<file path="config.mk">
export PLATFORM = sky130hd
export DESIGN_NAME = mem_wb_stage
export DESIGN_NICKNAME = d
export VERILOG_FILES = /design/src/rtl/mem_wb_stage.sv
export SDC_FILE = /design/constraint.sdc
export NUM_CORES = 1
export LEC_CHECK = 0
export BUFFER_PORTS_ARGS = -buffer_cell sky130_fd_sc_hd__buf_2
export CAP_MARGIN = 40
export CORE_MARGIN = 3
export CORE_UTILIZATION = 55
export DETAILED_ROUTE_END_ITERATION = 10
export HOLD_SLACK_MARGIN = 0.12
export PLACE_DENSITY = 0.83
export SLEW_MARGIN = 20
export SYNTH_ARGS = -nofsm -noshare
export SYNTH_HDL_FRONTEND = slang
export SYNTH_SLANG_ARGS = --single-unit
</file>
<file path="constraint.sdc">
create_clock -name clk -period 3.85 [get_ports clk]
set_clock_uncertainty 0.05 [all_clocks]
set_input_delay 0.77 -clock clk [delete_from_list [all_inputs] [get_ports clk]]
set_output_delay 0.77 -clock clk [all_outputs]
set_load 0.03 [all_outputs]
</file>
<file path="src/rtl/mem_wb_stage.sv">
// MEM/WB pipeline register and write-back stage; sole driver of the register file write port.
// Latency: entry captured at edge N is written to the register file during cycle N, plus any stall cycles.
// Backpressure: in_ready drops only while a valid entry is held by wbStall; flush drops the incoming transfer.
module mem_wb_stage #(
  parameter int XLEN  = 32,
  parameter int CNT_W = 32
) (
  input  logic             clk,
  input  logic             reset_n,
  input  logic             in_valid,
  output logic             in_ready,
  input  logic             in_RegWrite,
  input  logic [1:0]       in_WbSel,
  input  logic [4:0]       in_writeReg,
  input  logic [XLEN-1:0]  in_aluResult,
  input  logic [XLEN-1:0]  in_memData,
  input  logic [2:0]       in_funct3,
  input  logic [XLEN-1:0]  in_pc4,
  input  logic             flush,
  input  logic             wbStall,
  output logic             RegWrite,
  output logic [4:0]       writeReg,
  output logic [XLEN-1:0]  writeData,
  output logic             wbValid,
  output logic             loadErr,
  output logic [CNT_W-1:0] retired
);

  typedef struct packed {
    logic            rw;
    logic [1:0]      wbsel;
    logic [4:0]      rd;
    logic [2:0]      funct3;
    logic [XLEN-1:0] alu;
    logic [XLEN-1:0] mem;
    logic [XLEN-1:0] pc4;
  } stage_t;

  logic             r_valid;
  stage_t           r_stage;
  logic [CNT_W-1:0] r_retired;

  logic             w_accept;
  logic             w_retire;
  logic             w_err;
  logic             w_load_err;
  logic [1:0]       w_off;
  logic [XLEN-1:0]  w_shift;
  logic [XLEN-1:0]  w_load;
  logic [XLEN-1:0]  w_wb_data;

  assign in_ready = !r_valid || !wbStall;
  assign w_accept = in_valid && in_ready && !flush;
  assign w_retire = r_valid && !wbStall;

  // Byte offset of the load comes from the low address bits carried in the ALU result.
  assign w_off   = r_stage.alu[1:0];
  assign w_shift = r_stage.mem >> {w_off, 3'b000};

  always_comb begin
    w_load     = '0;
    w_load_err = 1'b0;
    case (r_stage.funct3)
      3'b000: w_load = {{(XLEN-8){w_shift[7]}}, w_shift[7:0]};
      3'b001: begin
        w_load     = {{(XLEN-16){w_shift[15]}}, w_shift[15:0]};
        w_load_err = w_off[0];
      end
      3'b010: begin
        w_load     = r_stage.mem;
        w_load_err = (w_off != 2'b00);
      end
      3'b100: w_load = {{(XLEN-8){1'b0}}, w_shift[7:0]};
      3'b101: begin
        w_load     = {{(XLEN-16){1'b0}}, w_shift[15:0]};
        w_load_err = w_off[0];
      end
      default: w_load_err = 1'b1;
    endcase
  end

  assign w_err = (r_stage.wbsel == 2'b01) && w_load_err;

  always_comb begin
    w_wb_data = r_stage.alu;
    case (r_stage.wbsel)
      2'b01:   w_wb_data = w_load;
      2'b10:   w_wb_data = r_stage.pc4;
      default: w_wb_data = r_stage.alu;
    endcase
  end

  always_ff @(posedge clk or negedge reset_n) begin
    if (!reset_n) begin
      r_valid   <= 1'b0;
      r_stage   <= '0;
      r_retired <= '0;
    end else begin
      if (w_accept) begin
        r_valid         <= 1'b1;
        r_stage.rw      <= in_RegWrite;
        r_stage.wbsel   <= in_WbSel;
        r_stage.rd      <= in_writeReg;
        r_stage.funct3  <= in_funct3;
        r_stage.alu     <= in_aluResult;
        r_stage.mem     <= in_memData;
        r_stage.pc4     <= in_pc4;
      end else if (w_retire) begin
        r_valid <= 1'b0;
      end
      if (w_retire) begin
        r_retired <= r_retired + 1'b1;
      end
    end
  end

  assign RegWrite  = w_retire && r_stage.rw && (r_stage.rd != 5'd0) && !w_err;
  assign writeReg  = r_stage.rd;
  assign writeData = w_wb_data;
  assign wbValid   = r_valid;
  assign loadErr   = w_retire && w_err;
  assign retired   = r_retired;

endmodule

</file>
Word level (Yosys, flattened, before mapping):

Cells that the tools add are included.
Widths: inputs -> output; s select.

* word-level logic and storage cells: 41
* register bits after elaboration: 140

* multiplexer cells: 5
* equality and inequality tests: 6
* reduce and logical (&&, ||, !) cells: 19
* $add $sub $neg: 1
* shift-type cells: 1

Operators with widths (count)
* $pmux 32 s5: 1
* $pmux 32 s2: 1
* $add 32x1->32 const B: 1
* $shr 32x5->16: 1
* $logic_and 1x1->1: 8
* $eq 3x3->1 const B: 2
* $reduce_bool 5->1: 1
* $logic_not 1->1: 4
* $reduce_bool 2->1: 2
* $reduce_or 2->1: 2
* $eq 3x1->1 const B: 1
* $eq 3x2->1 const B: 1
* $logic_not 3->1: 1
* $pmux 1 s3: 1
* $eq 2x1->1 const B: 1
* $eq 2x2->1 const B: 1
* $mux 1: 2
* $logic_or 1x1->1: 1

Logic depth before layout (Yosys ltp):

* depth in word-level cells: 6
* mapped depth: 8
* gate-level depth less buffers: 6

Worst setup path before layout:

Ideal clock, no wire load.

* kind: reg-to-output
* start point: reg r_stage[104] in the netlist's numbering
* end point: out writeData[16]
* cell stages (with the launch flop): 7
* data required time: 3030 ps
* path buffers: 2
* path slack: 904 ps
* arrival time: 2126 ps
* cell sequence: dfrtp_1 > inv_1 > ha_1 > clkbuf_1 > clkbuf_1 > a221oi_1 > a211oi_1

* longest elaborated chain between the ends: 2
* elaborated cells between the ends (all ways): 3

Ends and longest elaborated chain
* from (decl): line 40 `stage_t r_stage;`
* $eq 2x2->1 / $eq 2x1->1 (equally long branches): line 86 `case (r_stage.wbsel)`
* $pmux 32 s2 *: line 86
* to (decl): line 23 `output logic [XLEN-1:0] writeData,`

Mark *: on every way between the ends. The rest lies on a longest branch, timed or not.

Worst setup path after layout:

* start point: reg r_stage[96] in the netlist's numbering
* end point: out writeData[23]

* longest elaborated chain between the ends: 3
* elaborated cells between the ends (all ways): 7

Ends and longest elaborated chain
* $eq 3x3->1 (tied with other cells): line 63 `case (r_stage.funct3)`
* $pmux 32 s5 *: line 63
* $pmux 32 s2 *: line 86

Marked as above.

==> flow_metrics.tcl <==
set metrics [dict create \
    finalCritPeriodShare 0.891 \
    dominantRegCellSynth "sky130_fd_sc_hd__dfrtp_1" \
    cpPeakStageDelay_ns 0.56 \
    post-cts-setup-buffers 0 \
    chipWidth_um 119 \
    largest_family_of_logic_cells_by_synthesized_area "multiplexers" \
    yosys-top-cells-area "sky130_fd_sc_hd__dfrtp_1, sky130_fd_sc_hd__mux2_2, sky130_fd_sc_hd__a211oi_1" \
    worst_ep_required_time_ns 3.03 \
    ports_placed_on_the_boundary 185 \
    status "finished clean" \
    slew_headroom 0.486 \
    net_total_in_the_final_layout 855 \
    routed_wire_length_um 17900 \
    area.growth.synth_to_final_pct 23.3 \
    path_buf_inv 2 \
    synthSimpleGateAreaFrac 0.0945 \
    clk-insertion-delay-late_ns 0.41 \
    maximum_clock_insertion_buffer_count 2 \
    postCtsResizedCells 0 \
    global_route.overflow_total 0 \
    pwr-share-comb 0.342 \
    synth_largest_type_area_fraction 0.498 \
    remaining_drc_errors 0 \
    postPlaceCellArea_mm2 0.00806 \
    cts.sink_count 140 \
    global_route_wire_length_before_repair_um 28600 \
    grt.busiest_layer "met2" \
    grt.total_usage 0.259 \
    port-buffer-count 184 \
    avgSynthCellArea_um2 12.3 \
    grt_util_met3 0.0812 \
    cts_tree "yes" \
    cp_common_cell "sky130_fd_sc_hd__a211oi_1" \
    nature_of_the_critical_path_endpoint "output pin" \
    count_of_distinct_cell_types_in_the_synthesized_netlist 48 \
    syn-instance-count 573 \
    timing.critical_path.from_type "register" \
    power_density_mw_per_mm2 610 \
    leakage_nw 4.00 \
    finalHoldViolations 0 \
    cp.arrival_ns 2.61 \
    route.detailed.vias_per_inst 5.94 \
    core.rowCount 40 \
    antenna_found_initial 1 \
    route.detailed.wl_per_inst_um 19.5 \
    synth-edff-count 0 \
    share_clk_of_total_power 0.291 \
    post_synth_mux_area_share 0.190 \
    clock-root-buffer "sky130_fd_sc_hd__clkbuf_16" \
    crit_family "compound AO/OA/AOI/OAI gates" \
    worst_setup_hold_path_clk_slew_ns 0.05 \
    fin_crit_ns 3.43 \
    fin_setup_tns_ns 0 \
    post-route-cell-area_mm2 0.00868 \
    routed-via-count 5462 \
    floorplan.die.height_um 119 \
    drt_iter0_drc 435 \
    hp-class "reg2reg" \
    setup_repair_after_global_routing_missed_its_margin "no" \
    seq_power_share 0.367 \
    synth_area_mm2 0.00704 \
    async_flop_share 1.00 \
    synth_seq_area_share 0.498 \
    dpl.hpwl_um 12600 \
    timing.critical_path.slowest_stage_cell "sky130_fd_sc_hd__and2_1" \
    setup.reg_to_reg.worst_slack_ns 1.91 \
    core_mm2 0.0123 \
    die_area_mm2 0.0142 \
    drive_above_1_share 0.479 \
    grt_use_met1 0.334 \
    worst_ir_drop_vdd_mv 0.326 \
    p_sw_mw 1.91 \
    mappedNetlistNets 688 \
    actual_transition_at_the_worst_max_transition_pin_ns 0.768 \
    synth-compound-area-share 0.134 \
    vias_in_the_first_global_route 5501 \
    power.switching_fraction 0.360 \
    slew_viol_final 0 \
    clock_tree.htree_level_count 4 \
    gr-usage-met2 0.404 \
    grt_max_degree 108 \
    yosys.area.top_type "sky130_fd_sc_hd__dfrtp_1" \
    yosys.area_share.adder 0.00533 \
    drt-pass1-iter-count 7 \
    internal-power_mw 3.39 \
    finalWeightedCongestion 0.867 \
    clock.fmax_mhz 291 \
    cp_cell_sequence "o21ai_0 > and2_1 > buf_4 > a211oi_1 > a211oi_1 > buf_2" \
    yosysWarnings 0 \
    timing.setup.critical_path_class "reg2out" \
    synth-xor-area-share 0.0386 \
    cap_violations 0 \
    detail-route-antenna-nets 0 \
    insertedDiodeCount 0 \
    finalSetupViolCount 0 \
    ys_seq_elements 140 \
    initial_utilization 0.574 \
    cts_buffers 17 \
    highest_fanout_seen_on_the_critical_path 15 \
]
==> cell type report <==
type	count	area [µm²]
fillers	848	3580
flip-flops and latches	140	3500
multi-input cells	372	3260
repair buffers	197	1100
clock buffers	24	502
well taps	168	210
clock inverters	7	62.6
inverters	12	45.0
==> routing by layer <==
layer  vias to the layer above  wire length [µm]
met4                         2               515
met2                       235              8530
li1                       2486                 -
met1                      2692              7370
met5                         -                13
met3                        47              1470
==> state kept, by name (all words and copies together) (netlist names) <==
signal	count
wbValid	1
r_stage	102
writeReg	5
retired	32
==> kinds of logic after synthesis <==
logic type / Yosys count
AND/OR/NAND/NOR: 110
XOR/XNOR: 31
flip-flops: 140
buffers and inverters: 61
multiplexers: 118
AO/OA/AOI/OAI: 110
adder cells (fa/ha/maj): 3
==> through the flow <==
| step | power, mW | hold WS (ns) | setup slack [ns] | std cells | utilization |
|---|---|---|---|---|---|
| 2_1_floorplan | 3.21 | 0.424 | 0.904 | 573 | - |
| 3_3_place_gp | 3.68 | 0.407 | 0.790 | 885 | 0.656 |
| 3_5_place_dp | 3.75 | 0.425 | 0.868 | 886 | 0.658 |
| 4_1_cts | 5.31 | 0.398 | 0.441 | 917 | 0.704 |
| 5_1_grt | 5.55 | 0.460 | 0.289 | 920 | 0.708 |
| 6_report | 5.30 | 0.436 | 0.418 | 920 | 0.708 |
==> worst register-to-register path, delay by kind of cell (launching register included) <==
family | cells | cell delay (ns)
xor gates and xnor gates | 1 | 0.16
adders and majority gates | 1 | 0.17
and+or+nand+nor | 3 | 1.03
DFF | 1 | 0.42
==> cells in the mapped netlist (4+ instances only) <==
master	number
sky130_fd_sc_hd__a22oi_1	7
sky130_fd_sc_hd__o221ai_1	8
sky130_fd_sc_hd__a222oi_1	7
sky130_fd_sc_hd__dfrtp_1	140
sky130_fd_sc_hd__a221oi_1	18
sky130_fd_sc_hd__xnor2_1	25
sky130_fd_sc_hd__a211oi_1	39
sky130_fd_sc_hd__clkbuf_1	20
sky130_fd_sc_hd__nor2_1	6
sky130_fd_sc_hd__buf_2	21
sky130_fd_sc_hd__buf_4	7
sky130_fd_sc_hd__mux2_2	115
sky130_fd_sc_hd__a221oi_2	7
sky130_fd_sc_hd__inv_1	11
sky130_fd_sc_hd__o2bb2ai_1	7
sky130_fd_sc_hd__nand2_1	32
sky130_fd_sc_hd__and3_1	4
sky130_fd_sc_hd__nand4_1	9
sky130_fd_sc_hd__a22o_1	8
sky130_fd_sc_hd__xor2_1	6
sky130_fd_sc_hd__nand3_1	12
sky130_fd_sc_hd__nor2b_1	22
==> repair_timing <==
action	in CTS	in global routing
endpoints found under the hold margin	0	11
setup endpoints to repair	0	0
hold buffers	0	1
==> power by group through the flow <==
stage	clock, mW	sequential (mW)	combinational [mW]
2_1_floorplan	0	1.92	1.29
3_3_place_gp	0	1.94	1.74
3_5_place_dp	0	1.96	1.79
4_1_cts	1.57	1.94	1.80
5_1_grt	1.64	1.97	1.94
6_report	1.54	1.94	1.81
==> cells in the final DEF, fill, tap and decap left out, drive strengths merged, types with 7 or more instances in the layout <==
| cell | Yosys | layout |
|---|---|---|
| inv | 11 | 11 |
| o2bb2ai | 7 | 7 |
| o221ai | 8 | 8 |
| mux2 | 115 | 115 |
| nor2 | 7 | 7 |
| a222oi | 7 | 7 |
| nand2 | 32 | 32 |
| a221oi | 25 | 25 |
| dfrtp | 140 | 140 |
| a22oi | 7 | 7 |
| buf | 29 | 196 |
| nand3 | 12 | 12 |
| nand4 | 10 | 10 |
| a211oi | 39 | 39 |
| a22o | 8 | 8 |
| clkbuf | 20 | 24 |
| nor2b | 22 | 22 |
| xnor2 | 25 | 25 |
==> final timing paths <==
kind,from,endpoint,cells past startpoint
setup / recovery,r_stage[96],writeData[23],6
hold / removal,retired[31],retired[31],1
setup reg to reg,retired[0],retired[28],5
hold reg to reg,retired[31],retired[31],1
max in group asynchronous,reset_n,retired[14],4
min in group asynchronous,reset_n,r_stage[19],2
Power figures use the tool's default switching activity.
